===== config.mk =====
export PLATFORM = sky130hd
export DESIGN_NAME = baggage_drop_seq
export DESIGN_NICKNAME = d
export VERILOG_FILES = /design/src/rtl/baggage_drop_seq.sv
export SDC_FILE = /design/constraint.sdc
export NUM_CORES = 1
export LEC_CHECK = 0
export BUFFER_PORTS_ARGS = -buffer_cell sky130_fd_sc_hd__buf_2
export CORE_ASPECT_RATIO = 1.5
export CORE_MARGIN = 8
export CORE_UTILIZATION = 42
export DETAILED_ROUTE_END_ITERATION = 8
export PLACE_DENSITY = 0.6
export SLEW_MARGIN = 20
export SYNTH_ARGS = -nofsm -noshare
export SYNTH_HDL_FRONTEND = slang
export SYNTH_SLANG_ARGS = --single-unit

===== constraint.sdc =====
create_clock -name clk -period 6.8 [get_ports clk]
set_clock_uncertainty 0.15 [all_clocks]
set_input_delay 0.34 -clock clk [delete_from_list [all_inputs] [get_ports clk]]
set_output_delay 0.34 -clock clk [all_outputs]
set_load 0.02 [all_outputs]

===== src/rtl/baggage_drop_seq.sv =====
// baggage_drop_seq: latches sensors, averages, bit-serial sqrt, fall-time compare and timed drop/cooldown.
// Optional macro SENSOR_FAULT_EN: a zero sensor reading aborts to cooldown with a fault pulse.
module baggage_drop_seq #(
    parameter int DROP_CYCLES = 4,
    parameter int COOL_CYCLES = 8
) (
    input  logic        clk,
    input  logic        rst_n,
    input  logic        start_i,
    input  logic [7:0]  sensor1_i,
    input  logic [7:0]  sensor2_i,
    input  logic [7:0]  sensor3_i,
    input  logic [7:0]  sensor4_i,
    input  logic [15:0] t_lim_i,
    input  logic        drop_en_i,
    output logic        busy_o,
    output logic        done_o,
    output logic [15:0] t_act_o,
    output logic        drop_activated_o,
    output logic        fault_o
);
    typedef enum logic [2:0] {IDLE, AVG, SQRT, CMP, DROP, COOL} state_t;
    state_t state_q, state_d;
    logic [15:0] cnt_q, cnt_d, rad_q, rad_d, t_act_q, t_act_d, t_new;
    logic [3:0][7:0] s_q, s_d;
    logic [9:0] rem_q, rem_d, sum;
    logic [7:0] root_q, root_d, height;
    logic [11:0] rem_sh, trial;
    logic done_q, done_d, fault_q, fault_d, ge, zero_hit;
    assign sum = {2'b00, s_q[0]} + {2'b00, s_q[1]} + {2'b00, s_q[2]} + {2'b00, s_q[3]};
    assign height = 8'(sum >> 2);
    // restoring sqrt: bring down two radicand bits, try subtracting (4*root + 1)
    assign rem_sh = {rem_q, rad_q[15:14]};
    assign trial = {2'b00, root_q, 2'b01};
    assign ge = rem_sh >= trial;
    assign t_new = {9'b0, root_q[7:1]};
`ifdef SENSOR_FAULT_EN
    assign zero_hit = (s_q[0] == 8'h00) || (s_q[1] == 8'h00) || (s_q[2] == 8'h00) || (s_q[3] == 8'h00);
`else
    assign zero_hit = 1'b0;
`endif
    always_ff @(posedge clk or negedge rst_n) begin
        if (!rst_n) begin
            state_q <= IDLE;
            cnt_q   <= '0;
            s_q     <= '0;
            rad_q   <= '0;
            rem_q   <= '0;
            root_q  <= '0;
            t_act_q <= '0;
            done_q  <= 1'b0;
            fault_q <= 1'b0;
        end else begin
            state_q <= state_d;
            cnt_q   <= cnt_d;
            s_q     <= s_d;
            rad_q   <= rad_d;
            rem_q   <= rem_d;
            root_q  <= root_d;
            t_act_q <= t_act_d;
            done_q  <= done_d;
            fault_q <= fault_d;
        end
    end
    always_comb begin
        state_d = state_q;
        cnt_d   = cnt_q;
        s_d     = s_q;
        rad_d   = rad_q;
        rem_d   = rem_q;
        root_d  = root_q;
        t_act_d = t_act_q;
        done_d  = 1'b0;
        fault_d = 1'b0;
        case (state_q)
            IDLE: if (start_i) begin
                s_d     = {sensor4_i, sensor3_i, sensor2_i, sensor1_i};
                state_d = AVG;
            end
            AVG: begin
                cnt_d   = '0;
                rad_d   = {height, 8'h00};
                rem_d   = '0;
                root_d  = '0;
                fault_d = zero_hit;
                state_d = zero_hit ? COOL : SQRT;
            end
            SQRT: begin
                rad_d   = {rad_q[13:0], 2'b00};
                rem_d   = ge ? 10'(rem_sh - trial) : rem_sh[9:0];
                root_d  = {root_q[6:0], ge};
                cnt_d   = cnt_q + 16'd1;
                state_d = (cnt_q == 16'd7) ? CMP : SQRT;
            end
            CMP: begin
                t_act_d = t_new;
                done_d  = 1'b1;
                cnt_d   = '0;
                state_d = (drop_en_i && t_new <= t_lim_i) ? DROP : COOL;
            end
            DROP: begin
                cnt_d   = (!drop_en_i || cnt_q == 16'(DROP_CYCLES - 1)) ? '0 : cnt_q + 16'd1;
                state_d = (!drop_en_i || cnt_q == 16'(DROP_CYCLES - 1)) ? COOL : DROP;
            end
            COOL: begin
                cnt_d   = cnt_q + 16'd1;
                state_d = (cnt_q == 16'(COOL_CYCLES - 1)) ? IDLE : COOL;
            end
            default: state_d = IDLE;
        endcase
    end
    assign busy_o = state_q != IDLE;
    assign drop_activated_o = state_q == DROP;
    assign done_o = done_q;
    assign fault_o = fault_q;
    assign t_act_o = t_act_q;
endmodule


==> results_dict.tcl <==
set metrics [dict create \
    worstSetupEndpointType "flop" \
    fin_ws_ns 3.62 \
    yosysSeqAreaShare_pct 42.1 \
    switching_power_w 0.00146 \
    clock-sinks 85 \
    setup_viol 0 \
    worstPathMaxFanout 4 \
    status "finished, final reports clean" \
    fmax_mhz 314 \
    r2r_end "rad_q[13]$_DFFE_PN0N_" \
    cp-start-kind "flop" \
    ys_types 54 \
    clkLatencyLatePin_ns 0.34 \
    rows 49 \
    cap_viol_max_count 0 \
    gp_congestion 0.841 \
    vdd_ir_drop_max_v 0.000353 \
    p_leak_nw 2.75 \
    grt_pass1_wl_um 18800 \
    synth_area_leaders "dfrtp_1, o21ai_0, fa_1, ha_1, nand2_1" \
    synth.most_common_cell "dfrtp_1" \
    arrival_ns 3.25 \
    switching_share_pct 44.1 \
    rsz0062_at_grt "no" \
    rr_startpoint "s_q[11]$_DFFE_PN0P_" \
    die_w_um 106 \
    maxSlewViolCount 0 \
    synth_common_cells "dfrtp_1, nand2_1, inv_1, o21ai_0, nor2_1" \
    grt_max_degree 86 \
    p_per_area_nw_per_um2 582 \
    synth_cells 553 \
    drt_iter0_markers 91 \
    holdCritPathClass "input pin to flop" \
    startpoint "s_q[11]$_DFFE_PN0P_" \
    fin_nets 700 \
    internal_power_w 0.00186 \
    via_per_inst 5.14 \
    cp.required_ns 6.86 \
    path_clk_slew_ns 0.06 \
    drive_above_1_share_pct 14.4 \
    die_y_um 150 \
    h-tree-depth 3 \
    synthFlopType "dfrtp_1" \
    maxSlewHeadroom_pct 38.0 \
    dp_hpwl_um 8110 \
    final_antenna_net_count 0 \
    antenna_found_initial 0 \
    io_buffers 61 \
    synth_top_area_share_pct 42.1 \
    cts-root-buf "clkbuf_16" \
    gr-total-overflow 0 \
    yosysWarnings 0 \
    setup.worst_path.class "flop to flop" \
    final_hold_viol_count 0 \
    initial_utilization_pct 42.5 \
    pwr-share-clk_pct 14.0 \
    clockBufferDepth 2 \
    syn_avg_cell_area_sq_um 9.14 \
    vias 3915 \
    seqPwrFrac_pct 24.0 \
    yosysTopAreaCell "dfrtp_1" \
    cts_buffers 9 \
    wl_per_cell_um 14.2 \
    drt-pass1-iter-count 6 \
    share_comb_of_total_power_pct 62.0 \
    crit_end "rad_q[13]$_DFFE_PN0N_" \
    antenna_cells 0 \
    tns_ns 0 \
    grt_pass1_vias 4085 \
    worst_pin_slew_ns 0.931 \
    pre_cts_slack_ns 3.62 \
    route.detailed.drc 0 \
    area_delta_synth_final_pct 13.0 \
    rr_worst_depth 11 \
    regToRegSetupSlack_ns 3.62 \
    boundaryPins 72 \
    wl_um 10900 \
    dieArea_sq_um 15900 \
    cts_tree "done" \
    coreArea_sq_um 11900 \
    synth-edff-count 0 \
    synth_seq_cells 85 \
    async_reset_ff_share_pct 100 \
    track_usage_pct 14.5 \
    min_period_over_period_pct 46.8 \
    synth_area_sq_um 5050 \
    final_util_pct 48.0 \
    finalCriticalPeriod_ns 3.18 \
]
[per-layer routing]
layer  global-route usage (%)  share of wire [%]  vias to the layer above
li1                         -                  -                     1937
met1                     15.9                 43                     1883
met2                     26.0                 50                       81
met3                     4.24                5.1                       14
met4                     4.88                1.6                        0
met5                        0                  0                        -
[critical path, cell delays in order (launching register included)]
cell,delay [ns]
dfrtp_1,0.37
inv_1,0.10
fa_1,0.45
fa_1,0.51
inv_1,0.04
ha_1,0.32
nor2b_1,0.16
o21a_1,0.18
o21ai_0,0.30
nand2b_1,0.12
a211oi_1,0.26
o31ai_1,0.10
[cells by family after synthesis]
group	count (synthesis)	synth area share (%)
simple gates	165	15.3
compound gates	130	15.5
xor+xnor	26	4.51
mux	8	1.66
fa+ha+maj	41	12.5
other cells	1	0.0742
flops	85	42.1
buf+inv	97	8.32
[registers in the layout, indices dropped and copies added, names as in the netlist]
name / flops
cnt_q: 16
done_o: 1
rad_q: 8
rem_q: 10
root_q: 8
s_q: 32
state_q: 3
t_act_o: 7
[repair_timing]
| item | 4_1_cts | 5_1_grt |
|---|---|---|
| hold buffers | 0 | 1 |
| endpoints found under the hold margin | 0 | 28 |
| setup buffers | 0 | 0 |
| resized for setup | 0 | 0 |
[worst min path at each step]
stage                           startpoint                     end  cells after the start
finish                        sensor1_i[4]      s_q[4]$_DFFE_PN0P_                      3
global route                  sensor3_i[2]     s_q[18]$_DFFE_PN0P_                      3
CTS                           sensor1_i[4]      s_q[4]$_DFFE_PN0P_                      3
detailed placement  t_act_o[1]$_DFFE_PN0P_  t_act_o[1]$_DFFE_PN0P_                      2
global placement    t_act_o[6]$_DFFE_PN0P_  t_act_o[6]$_DFFE_PN0P_                      2
floorplan                            rst_n    cnt_q[0]$_DFFE_PN0P_                      0
[power groups by stage]
stage / Clock (W) / Combinational (W) / Sequential [W]
after floorplan: 0 / 0.00166 / 0.000774
after global placement: 0 / 0.00199 / 0.000805
after detailed placement: 0 / 0.00206 / 0.000809
after CTS: 0.000480 / 0.00207 / 0.000800
after global routing: 0.000501 / 0.00237 / 0.000823
final: 0.000465 / 0.00206 / 0.000798
[area by class of cell]
class                   instances  area [sq um]
fillers                      1174          6190
multi-input cells             380          2540
flip-flops and latches         85          2130
repair buffers                 62           322
inverters                      69           259
clock buffers                  10           229
well taps                     153           191
clock inverters                 3          40.0
[through the flow]
step | total power [W] | cells | area [sq um] | hold slack (ns)
after detailed placement | 0.00287 | 748 | 5430 | 0.318
after global routing | 0.00369 | 762 | 5710 | 0.0471
after CTS | 0.00335 | 761 | 5690 | 0.0430
final | 0.00332 | 762 | 5710 | 0.0535
after global placement | 0.00280 | 748 | 5430 | 0.313
after floorplan | 0.00244 | 562 | 5090 | -0.106
[layout by cell type (no fill, tap or decap), drive strengths merged, types with 4 or more instances in the layout]
master / Yosys / routed
dfrtp: 85 / 85
nand2: 76 / 76
o21ai: 71 / 71
inv: 68 / 68
buf: 20 / 61
nor2: 34 / 34
ha: 25 / 25
xnor2: 17 / 17
fa: 16 / 16
a21oi: 14 / 14
conb: 1 / 10
clkbuf: 8 / 10
xor2: 9 / 9
nor3: 8 / 8
o22ai: 7 / 7
nand4: 7 / 7
nor4: 7 / 7
nand3: 6 / 6
a22oi: 6 / 6
nand2b: 5 / 5
a21o: 5 / 5
mux2i: 5 / 5
a22o: 5 / 5
nor2b: 4 / 4
and3: 4 / 4
or2: 4 / 4
o21a: 4 / 4
No activity file was read; power rests on OpenSTA's default activity.
